`src/rtl/ram_stream_reader_if.sv`:
```
// Command and output-stream handshake bundle for ram_stream_reader.
// The slave modport is the reader's view; the master modport is the driver/sink side.
interface ram_stream_reader_if #(
    parameter int width_p = 8,
    parameter int depth_p = 32
);
    logic                       cmd_valid_i;
    logic                       cmd_ready_o;
    logic [$clog2(depth_p)-1:0] cmd_addr_i;
    logic [$clog2(depth_p):0]   cmd_len_i;
    logic                       data_valid_o;
    logic [width_p-1:0]         data_o;
    logic                       data_last_o;
    logic                       data_ready_i;

    modport slave (
        input  cmd_valid_i, cmd_addr_i, cmd_len_i, data_ready_i,
        output cmd_ready_o, data_valid_o, data_o, data_last_o
    );

    modport master (
        output cmd_valid_i, cmd_addr_i, cmd_len_i, data_ready_i,
        input  cmd_ready_o, data_valid_o, data_o, data_last_o
    );
endinterface

```
`src/rtl/ram_stream_reader.sv`:
```
// Streams a run of words from an async-read RAM onto a registered ready/valid output.
// Optional running checksum output sum_o is enabled by RAM_STREAM_READER_CHECKSUM_EN.
module ram_stream_reader #(
    parameter int width_p = 8,
    parameter int depth_p = 32
) (
    input  logic                       clk_i,
    input  logic                       reset_ni,
    ram_stream_reader_if.slave         s_if,
    output logic                       rd_valid_o,
    output logic [$clog2(depth_p)-1:0] rd_addr_o,
    input  logic [width_p-1:0]         rd_data_i,
`ifdef RAM_STREAM_READER_CHECKSUM_EN
    output logic [width_p-1:0]         sum_o,
`endif
    output logic                       busy_o
);
    localparam int AW = $clog2(depth_p);
    localparam int CW = AW + 1;

    localparam logic [0:0] IDLE   = 1'b0;
    localparam logic [0:0] STREAM = 1'b1;

    logic [0:0]         state_q, state_d;
    logic [AW-1:0]      ptr_q, ptr_d;
    logic [CW-1:0]      cnt_q, cnt_d;
    logic [width_p-1:0] data_q, data_d;
    logic               dvld_q, dvld_d;
    logic               last_q, last_d;

    logic               accept, load, xfer;
    logic [CW-1:0]      len_sat;

    assign accept  = (state_q == IDLE) && s_if.cmd_valid_i;
    assign load    = (state_q == STREAM) && (cnt_q != '0) && (!dvld_q || s_if.data_ready_i);
    assign xfer    = dvld_q && s_if.data_ready_i;
    assign len_sat = (s_if.cmd_len_i > CW'(depth_p)) ? CW'(depth_p) : s_if.cmd_len_i;

    always_comb begin
        state_d = state_q;
        ptr_d   = ptr_q;
        cnt_d   = cnt_q;
        data_d  = data_q;
        dvld_d  = dvld_q;
        last_d  = last_q;

        if (accept) begin
            ptr_d   = s_if.cmd_addr_i;
            cnt_d   = len_sat;
            state_d = (len_sat != '0) ? STREAM : IDLE;
        end

        if (load) begin
            data_d = rd_data_i;
            dvld_d = 1'b1;
            last_d = (cnt_q == CW'(1));
            // Explicit wrap keeps non-power-of-two depths in range.
            ptr_d  = (ptr_q == AW'(depth_p - 1)) ? '0 : ptr_q + AW'(1);
            cnt_d  = cnt_q - CW'(1);
        end else if (xfer) begin
            dvld_d = 1'b0;
        end

        if (xfer && last_q) begin
            state_d = IDLE;
        end
    end

    always_ff @(posedge clk_i) begin
        if (!reset_ni) begin
            state_q <= IDLE;
            ptr_q   <= '0;
            cnt_q   <= '0;
            data_q  <= '0;
            dvld_q  <= 1'b0;
            last_q  <= 1'b0;
        end else begin
            state_q <= state_d;
            ptr_q   <= ptr_d;
            cnt_q   <= cnt_d;
            data_q  <= data_d;
            dvld_q  <= dvld_d;
            last_q  <= last_d;
        end
    end

`ifdef RAM_STREAM_READER_CHECKSUM_EN
    logic [width_p-1:0] sum_q, sum_d;

    always_comb begin
        sum_d = sum_q;
        if (accept) begin
            sum_d = '0;
        end else if (xfer) begin
            sum_d = sum_q + data_q;
        end
    end

    always_ff @(posedge clk_i) begin
        if (!reset_ni) begin
            sum_q <= '0;
        end else begin
            sum_q <= sum_d;
        end
    end

    assign sum_o = sum_q;
`endif

    assign s_if.cmd_ready_o  = (state_q == IDLE);
    assign s_if.data_valid_o = dvld_q;
    assign s_if.data_o       = data_q;
    assign s_if.data_last_o  = last_q;
    assign rd_valid_o        = load;
    assign rd_addr_o         = ptr_q;
    assign busy_o            = (state_q == STREAM);
endmodule

```
`src/flat_wrapper.sv`:
```
// flat-port wrapper written by rule: the top's interface ports become plain ports
module ram_stream_reader_flat 
#(
    parameter int width_p = 8,
    parameter int depth_p = 32
)
  (clk_i, reset_ni, rd_valid_o, rd_addr_o, rd_data_i, busy_o, s_if_cmd_valid_i, s_if_cmd_addr_i, s_if_cmd_len_i, s_if_data_ready_i, s_if_cmd_ready_o, s_if_data_valid_o, s_if_data_o, s_if_data_last_o);
  ram_stream_reader_if #(.width_p(width_p), .depth_p(depth_p)) s_if_i ();
  input  logic clk_i;
  input  logic reset_ni;
  output logic rd_valid_o;
  output logic [$clog2(depth_p)-1:0] rd_addr_o;
  input  logic [width_p-1:0] rd_data_i;
  output logic busy_o;
  input wire logic [$bits(s_if_i.cmd_valid_i)-1:0] s_if_cmd_valid_i;
  input wire logic [$bits(s_if_i.cmd_addr_i)-1:0] s_if_cmd_addr_i;
  input wire logic [$bits(s_if_i.cmd_len_i)-1:0] s_if_cmd_len_i;
  input wire logic [$bits(s_if_i.data_ready_i)-1:0] s_if_data_ready_i;
  output wire logic [$bits(s_if_i.cmd_ready_o)-1:0] s_if_cmd_ready_o;
  output wire logic [$bits(s_if_i.data_valid_o)-1:0] s_if_data_valid_o;
  output wire logic [$bits(s_if_i.data_o)-1:0] s_if_data_o;
  output wire logic [$bits(s_if_i.data_last_o)-1:0] s_if_data_last_o;
  assign s_if_i.cmd_valid_i = s_if_cmd_valid_i;
  assign s_if_i.cmd_addr_i = s_if_cmd_addr_i;
  assign s_if_i.cmd_len_i = s_if_cmd_len_i;
  assign s_if_i.data_ready_i = s_if_data_ready_i;
  assign s_if_cmd_ready_o = s_if_i.cmd_ready_o;
  assign s_if_data_valid_o = s_if_i.data_valid_o;
  assign s_if_data_o = s_if_i.data_o;
  assign s_if_data_last_o = s_if_i.data_last_o;
  ram_stream_reader #(.width_p(width_p), .depth_p(depth_p)) u_core (.clk_i(clk_i), .reset_ni(reset_ni), .s_if(s_if_i), .rd_valid_o(rd_valid_o), .rd_addr_o(rd_addr_o), .rd_data_i(rd_data_i), .busy_o(busy_o));
endmodule
```
`config.mk`:
```
export PLATFORM = sky130hd
export DESIGN_NAME = ram_stream_reader_flat
export DESIGN_NICKNAME = d
export VERILOG_FILES = /design/src/rtl/ram_stream_reader_if.sv /design/src/rtl/ram_stream_reader.sv /design/src/flat_wrapper.sv
export SDC_FILE = /design/constraint.sdc
export NUM_CORES = 1
export LEC_CHECK = 0
export BUFFER_PORTS_ARGS = -buffer_cell sky130_fd_sc_hd__buf_2
export CELL_PAD_IN_SITES_DETAIL_PLACEMENT = 1
export CELL_PAD_IN_SITES_GLOBAL_PLACEMENT = 2
export CORE_MARGIN = 2
export CORE_UTILIZATION = 27
export CTS_CLUSTER_DIAMETER = 200
export DETAILED_ROUTE_END_ITERATION = 10
export MAX_ROUTING_LAYER = met4
export PLACE_DENSITY_LB_ADDON = 0.3
export SLEW_MARGIN = 20
export SYNTH_ARGS = -nofsm -noshare
export SYNTH_HDL_FRONTEND = slang
export SYNTH_SLANG_ARGS = --single-unit
```
`constraint.sdc`:
```
create_clock -name clk_i -period 2.2 [get_ports clk_i]
set_clock_uncertainty 0.1 [all_clocks]
set_input_delay 0.11 -clock clk_i [delete_from_list [all_inputs] [get_ports clk_i]]
set_output_delay 0.11 -clock clk_i [all_outputs]
set_load 0.02 [all_outputs]
```
==> impl_metrics.tcl, run 1 <==
set metrics [dict create \
    status "finished clean" \
    syn_to_final_growth_pct 32.7 \
    cts_tree "done" \
    cts_sinks 22 \
    gp_congestion 0.834 \
    setup.worst_path.start_class "register" \
    critPathSlowestCell "dfxtp_1" \
    start_util_pct 28.5 \
    total_power_uw 1190 \
    design.core.area_um2 4060 \
    post-dp-hpwl_um 2610 \
    rrSetupSlack_ns 0.21 \
    synth_cells 136 \
    layout.area.seq_um2 440 \
    antenna_found_initial 0 \
    synth-seq-cells 22 \
    net-switching-power_uw 372 \
    post-route-util_pct 37.8 \
    syn_nets 163 \
    routedLengthMet1_um 1540 \
    p_sw_share_pct 31.1 \
    cts-root-buf "clkbuf_8" \
    synth_area_per_cell_um2 8.50 \
    cp_num_buf_inv 3 \
    die_y_um 69.4 \
    grt.total_usage_pct 15.6 \
    path_clk_slew_ns 0.08 \
    fp.dieW_um 69.4 \
    met2WireLength_um 1770 \
    crit_family "buffers and inverters" \
    clock_latency_ns 0.26 \
    met3WireLength_um 122 \
    route.detailed.drc 0 \
    wl_per_cell_um 14.9 \
    vdd_drop_max_v 0.000242 \
    holdWs_ns 0.0190 \
    dr.pass1.iters 4 \
    setup_violations 0 \
    hold_viol 0 \
    clkPwrFrac_pct 31.9 \
    cp.arrival_ns 1.85 \
    slew_headroom_pct 65.9 \
    layout_common_cells "buf_2, dfxtp_1, nand2_1" \
    vias_per_cell 4.97 \
    finalNetCount 210 \
    cp_data_required_time_ns 1.99 \
    cellPowerDensity_nw_per_um2 779 \
    routed-via-count 1152 \
    maxCapViolCount 0 \
    leakage_uw 0.000672 \
    grt_pass1_vias 1242 \
    worst_pin_slew_ns 0.511 \
    grt-ovfl-total 0 \
    pin_count 41 \
    fmax_mhz 486 \
    numPortBuffers 40 \
    layout_min_cycle_time_ns 2.06 \
    critical_path_class "reg2out" \
    cts_inserted_buffers 3 \
    final_common_cell "buf_2" \
    yosysWarningCount 0 \
    drive_gt1_share_pct 28.0 \
    grt_pass1_wl_um 5910 \
    power_frac_comb_pct 27.9 \
    finalMaxSlewViolations 0 \
    cp-end-kind "primary output" \
    seqPwrFrac_pct 40.2 \
    synth.distinct_cells 41 \
    grt_max_degree 23 \
    diodes 0 \
    multiInputGateArea_um2 654 \
    rows 23 \
    rsz0062_at_grt "no" \
    slowest_delay_ns 0.39 \
    fill_cells 503 \
    worstPathCellList "inv_1 > ha_1 > nor3b_4 > a211o_4 > inv_6 > buf_2" \
    p_int_uw 822 \
    final.period_utilization_pct 93.6 \
    worstPathMaxFanout 21 \
    dieArea_um2 4820 \
    netlist_area_um2 1160 \
    hp-class "in2reg" \
    drt_iter0_drc 24 \
    tns_ns 0 \
    top_layer "met4" \
    postCtsSetupBuffers 0 \
    antenna_left 0 \
    h-tree-depth 1 \
    clk_path_buf_depth 2 \
    drt-total-wl_um 3470 \
    yosysSeqAreaShare_pct 38.1 \
]
## metal layers
metal,up-vias,track usage (%)
met3,2,1.89
met4,0,5.23
met2,23,28.0
li1,577,-
met5,-,-
met1,550,17.9
## worst register-to-register path, stage by stage (launching register included)
cell and delay [ns]:
dfxtp_1 0.39, inv_1 0.10, ha_1 0.22, nor3b_4 0.17
a211o_4 0.37, buf_4 0.20, nor4_1 0.24, o31a_1 0.16
## repair_timing
action,4_1_cts,5_1_grt
hold endpoints to repair,7,0
resized for setup,1,1
setup endpoints to repair,1,1
pin swaps,0,0
hold buffers,7,0
## state kept, by name, summed over array words and instances (netlist names)
name	cells
u_core.rd_addr_o	5
u_core.cnt_q	6
u_core.s_if.data_valid_o	1
u_core.busy_o	1
u_core.s_if.data_o	8
u_core.s_if.data_last_o	1
## cell usage after synthesis, drive strengths merged
cell type	instances	area, um^2
o31a	3	26.3
a31oi	3	18.8
a211o	1	17.5
nand2	22	85.1
and2	1	6.26
o31ai	1	7.51
nor4bb	1	10.0
a21boi	13	101
xnor2	1	8.76
nand3	7	35.0
o21a	2	15.0
and3	3	18.8
nor4	1	6.26
o21ai	1	5.00
nand2b	3	18.8
nor2	9	33.8
nor3	6	30.0
a22o	1	8.76
a21oi	5	25.0
clkbuf	4	15.0
ha	4	50.1
a221o	1	10.0
a22oi	3	22.5
xor2	1	8.76
inv	4	15.0
dfxtp	22	440
a211oi	1	7.51
nand3b	1	7.51
nor3b	2	26.3
nand4	1	6.26
nor2b	2	12.5
mux2i	1	10.0
or4	2	15.0
buf	3	31.3
## worst paths after layout
path | cells past startpoint | endpoint | from
max | 6 | rd_valid_o | u_core.cnt_q[0]
max reg2reg | 7 | u_core.rd_addr_o[3] | u_core.cnt_q[0]
min reg2reg | 2 | u_core.s_if.data_o[5] | u_core.s_if.data_o[5]
min | 3 | u_core.s_if.data_o[3] | rd_data_i[3]
## stage by stage
step	worst slack [ns]	instances	instance area, um^2
5_1_grt	0.0445	232	1530
3_3_place_gp	0.302	222	1400
4_1_cts	0.0804	232	1530
3_5_place_dp	0.209	222	1400
2_1_floorplan	0.408	136	1160
6_report	0.141	232	1530
## power by group through the flow
stage | clock [uW] | sequential (uW) | combinational, uW
floorplan | 0 | 513 | 203
global placement | 0 | 487 | 319
detailed placement | 0 | 490 | 328
CTS | 401 | 481 | 336
global route | 411 | 488 | 373
finish | 381 | 480 | 333
## logic make-up after synthesis
family / count (synthesis) / share of synthesized area [%]
simple gates: 61 / 26.9
xor+xnor: 2 / 1.52
flops: 22 / 38.1
mux: 1 / 0.866
buf+inv: 11 / 5.30
compound gates: 35 / 22.9
fa+ha+maj: 4 / 4.33
## layout make-up
type	instances	share of cell area, %
multi-input combinational	103	42.7
sequential	22	28.7
timing repair buffer	49	18.6
tap	50	4.08
clock buffer	3	2.69
clock inverter	1	1.96
inverter	4	1.31
No activity file was read; power rests on OpenSTA's default activity.
==> run 2: changes to the inputs <==
Settings changed: ABC_CLOCK_PERIOD_IN_PS from default to 2200, CORE_MARGIN 2 to 3.
==> impl_metrics.tcl, run 2 (synthesis gave the netlist of run 1 again) <==
set metrics [dict create \
    post-route-util_pct 37.9 \
    hold_path_end "u_core.rd_addr_o[1]" \
    cts_inserted_buffers 3 \
    rr_worst_depth 7 \
    fill_cells 496 \
    post-dp-hpwl_um 2640 \
    vdd_drop_max_v 0.000244 \
    diodes 0 \
    slew_headroom_pct 66.2 \
    finalNetCount 212 \
    seqPwrFrac_pct 43.0 \
    status "finished clean" \
    maxCapViolCount 0 \
    net-switching-power_uw 381 \
    vias_per_cell 5.03 \
    antenna_left 0 \
    grt_max_degree 23 \
    clock_latency_ns 0.27 \
    cp.arrival_ns 1.84 \
    setup.worst_path.start_class "register" \
    hp-class "in2reg" \
    power_frac_comb_pct 30.2 \
    dr.pass1.iters 4 \
    largest_reg_flops 8 \
    pin_count 41 \
    whs_path_depth 3 \
    route.detailed.drc 0 \
    clk_path_buf_depth 2 \
    fmax_mhz 488 \
    final_common_cell "buf_2" \
    finalMaxSlewViolations 0 \
    syn_to_final_growth_pct 33.0 \
    cellPowerDensity_nw_per_um2 730 \
    clkPwrFrac_pct 26.7 \
    fp.dieW_um 71.4 \
    path_clk_slew_ns 0.08 \
    gp_congestion 0.799 \
    cts_sinks 22 \
    start_util_pct 28.5 \
    dieArea_um2 5100 \
    rows 23 \
    layout_min_cycle_time_ns 2.05 \
    setup_violations 0 \
    cts-root-buf "clkbuf_8" \
    grt-ovfl-total 0 \
    p_int_uw 742 \
    grt.total_usage_pct 15.3 \
    h-tree-depth 1 \
    design.core.area_um2 4060 \
    rsz0062_at_grt "no" \
    die_y_um 71.4 \
    tns_ns 0 \
    worst_pin_slew_ns 0.506 \
    drt_iter0_drc 29 \
    cp-end-kind "primary output" \
    wl_per_cell_um 15.3 \
    drive_gt1_share_pct 29.3 \
    layout_common_cells "buf_2, nand2_1, dfxtp_1" \
    drt-total-wl_um 3580 \
    cp_data_required_time_ns 1.99 \
    r2r-end "u_core.rd_addr_o[3]" \
    numPortBuffers 40 \
    critical_path_class "reg2out" \
    grt_pass1_wl_um 6000 \
    cts_tree "done" \
    grt_pass1_vias 1220 \
    r2r-start "u_core.cnt_q[0]" \
    p_sw_share_pct 33.9 \
    hold_viol 0 \
    leakage_uw 0.000674 \
    multiInputGateArea_um2 654 \
    routed-via-count 1178 \
    layout.area.seq_um2 443 \
    final.period_utilization_pct 93.2 \
    antenna_found_initial 0 \
    min_from "s_if_cmd_addr_i[1]" \
    worstPathMaxFanout 21 \
    rrSetupSlack_ns 0.22 \
]
-- run 2: metal layers --
layer	GRT usage, %	share of wire, %	up-vias
met5	-	0	-
met4	3.76	0.75	0
met3	2.52	4.5	4
met2	26.2	51	27
met1	18.7	44	564
li1	-	-	583
-- run 2: worst max path at each step --
stage	cells past startpoint	to	slack, ns	startpoint
4_1_cts	7	rd_valid_o	0.01	u_core.cnt_q[0]
3_5_place_dp	7	rd_valid_o	0.20	u_core.cnt_q[0]
3_3_place_gp	7	rd_valid_o	0.29	u_core.cnt_q[0]
2_1_floorplan	9	u_core.cnt_q[4]	0.41	u_core.cnt_q[0]
5_1_grt	6	rd_valid_o	0.08	u_core.cnt_q[0]
6_report	6	rd_valid_o	0.15	u_core.cnt_q[0]
-- run 2: power groups by stage --
| stage | Combinational [uW] | Clock [uW] | Sequential, uW |
|---|---|---|---|
| final | 339 | 300 | 483 |
| after global routing | 377 | 330 | 491 |
| after CTS | 345 | 310 | 482 |
| after detailed placement | 328 | 0 | 491 |
| after global placement | 317 | 0 | 487 |
| after floorplan | 203 | 0 | 513 |
-- run 2: what timing repair did --
| item | 4_1_cts | 5_1_grt |
|---|---|---|
| endpoints found under the hold margin | 8 | 0 |
| setup buffers | 0 | 0 |
| hold buffers | 8 | 0 |
| endpoints found under the setup margin | 1 | 1 |
| gates resized for setup | 2 | 2 |
-- run 2: metrics by stage --
step                instances  hold WS, ns  total power, uW  area [um^2]  setup WS (ns)
global placement          223        0.251              804         1400          0.292
detailed placement        223        0.261              819         1400          0.200
global route              234       0.0390             1200         1540         0.0774
finish                    234       0.0184             1120         1540          0.150
floorplan                 136        0.145              716         1160          0.408
CTS                       235       0.0166             1140         1540         0.0138
-- run 2: critical path, cell delays in order (launching register included) --
cell	delay, ns
dfxtp_2	0.37
inv_1	0.08
ha_1	0.22
nor3b_4	0.17
a211o_4	0.37
inv_6	0.16
buf_2	0.20
-- run 2: layout make-up --
type / count / area share, %
multi-input cells: 103 / 42.6
flip-flops and latches: 22 / 28.8
repair buffers: 51 / 19.7
well taps: 50 / 4.07
clock buffers: 4 / 3.58
inverters: 4 / 1.30
==> run 3: changes to the inputs <==
Settings changed: ABC_CLOCK_PERIOD_IN_PS 2200 to 2400, CORE_UTILIZATION 27 to 29, PLACE_DENSITY_LB_ADDON 0.3 to 0.1.
Clock period 2.2 ns to 2.4 ns, I/O delays scaled along.
==> impl_metrics.tcl, run 3 (synthesis gave the netlist of run 1 again) <==
set metrics [dict create \
    critical_path_class "reg2out" \
    cp-end-kind "primary output" \
    dr.pass1.iters 4 \
    wl_per_cell_um 15.1 \
    diodes 0 \
    hold_viol 0 \
    layout_common_cells "buf_2, dfxtp_1, nand2_1" \
    setup_violations 0 \
    tns_ns 0 \
    gp_congestion 0.721 \
    grt_pass1_wl_um 6070 \
    antenna_left 0 \
    final.period_utilization_pct 95.8 \
    grt_max_degree 23 \
    hp-class "in2reg" \
    layout.area.seq_um2 440 \
    rr_worst_depth 8 \
    r2r-start "u_core.cnt_q[0]" \
    vdd_drop_max_v 0.000237 \
    fill_cells 461 \
    setup.worst_path.start_class "register" \
    postCtsSetupBuffers 0 \
    cp_data_required_time_ns 2.18 \
    clk_path_buf_depth 2 \
    grt.total_usage_pct 15.8 \
    post-dp-hpwl_um 2570 \
    design.core.area_um2 3740 \
    cts_sinks 22 \
    cellPowerDensity_nw_per_um2 712 \
    use_met1_pct 19.3 \
    vias_per_cell 4.98 \
    holdWs_ns 0.0195 \
    dieArea_um2 4780 \
    finalNetCount 212 \
    stdcell_area_um2 1550 \
    multiInputGateArea_um2 654 \
    die_y_um 69.1 \
    grt-ovfl-total 0 \
    maxCapViolCount 0 \
    largest_reg_flops 8 \
    drt_iter0_drc 32 \
    cts_inserted_buffers 3 \
    globalRouteMet3Util_pct 2.48 \
    cts-root-buf "clkbuf_8" \
    hold_path_end "u_core.rd_addr_o[1]" \
    route.detailed.drc 0 \
    rrSetupSlack_ns 0.32 \
    fmax_mhz 435 \
    path_clk_slew_ns 0.08 \
    cp.arrival_ns 2.08 \
    drt-total-wl_um 3500 \
    status "finished clean" \
    drive_gt1_share_pct 28.3 \
    slew_headroom_pct 67.3 \
    antenna_found_initial 0 \
    layout_min_cycle_time_ns 2.30 \
    routed-via-count 1156 \
    whs_path_depth 3 \
    start_util_pct 30.9 \
    cts_tree "done" \
    final_common_cell "buf_2" \
    rsz0062_at_grt "no" \
    dpl_worst_slack_ns 0.232 \
    place_area_um2 1390 \
    syn_to_final_growth_pct 34.1 \
    finalMaxSlewViolations 0 \
    leakage_uw 0.000683 \
    numPortBuffers 40 \
    worstPathMaxFanout 16 \
    rows 22 \
    setup_slack_ns 0.101 \
    gr-usage-met2_pct 26.8 \
    fp.dieW_um 69.1 \
    pin_count 41 \
    grt_pass1_vias 1274 \
    h-tree-depth 1 \
    r2r-end "u_core.rd_addr_o[2]" \
    grt-busiest-layer "met2" \
    clock_latency_ns 0.27 \
    worst_pin_slew_ns 0.490 \
    min_from "s_if_cmd_addr_i[1]" \
]
-- run 3: final cells by class --
cell class                      instances  area share [%]
Inverter                                4            1.13
Clock buffer                            3            2.66
Timing Repair Buffer                   51            19.8
Clock inverter                          1            1.94
Sequential cell                        22            28.4
Tap cell                               48            3.87
Multi-Input combinational cell        103            42.2
-- run 3: worst max path at each step --
stage,start,end,slack [ns],cells after the start
finish,u_core.cnt_q[0],rd_valid_o,0.10,7
global route,u_core.cnt_q[0],rd_valid_o,0.0005,7
CTS,u_core.cnt_q[0],rd_valid_o,0.04,7
detailed placement,u_core.cnt_q[0],u_core.rd_addr_o[2],0.23,8
global placement,u_core.cnt_q[0],u_core.rd_addr_o[0],0.37,8
floorplan,u_core.cnt_q[0],u_core.cnt_q[4],0.61,9
-- run 3: repair_timing --
action                                 4_1_cts  5_1_grt
gates resized for setup                      1        1
endpoints found under the hold margin        8        0
setup endpoints to repair                    1        1
hold buffers                                 8        0
pin swaps                                    0        0
-- run 3: per-stage QoR --
step | instances | total power, uW | utilization [%]
2_1_floorplan | 136 | 656 | -
3_3_place_gp | 220 | 737 | 37.2
3_5_place_dp | 220 | 746 | 37.2
4_1_cts | 232 | 1110 | 41.3
5_1_grt | 232 | 1170 | 41.4
6_report | 232 | 1100 | 41.4
-- run 3: layer usage --
metal,wire length [um],vias to the layer above
li1,-,578
met1,1700,548
met4,17,0
met2,1660,28
met5,0,-
met3,129,2
-- run 3: where the power goes --
part | leakage [uW] | internal [uW] | switching [uW] | total (uW)
Clock | 0.0000357 | 223 | 130 | 353
Combinational | 0.000467 | 131 | 178 | 309
Sequential | 0.000180 | 402 | 39.2 | 442
-- run 3: critical path, stage by stage, from the launching register on --
cell	delay (ns)
dfxtp_1	0.38
inv_1	0.09
ha_1	0.22
nor3b_4	0.17
a211o_4	0.44
inv_4	0.14
buf_6	0.17
buf_2	0.18
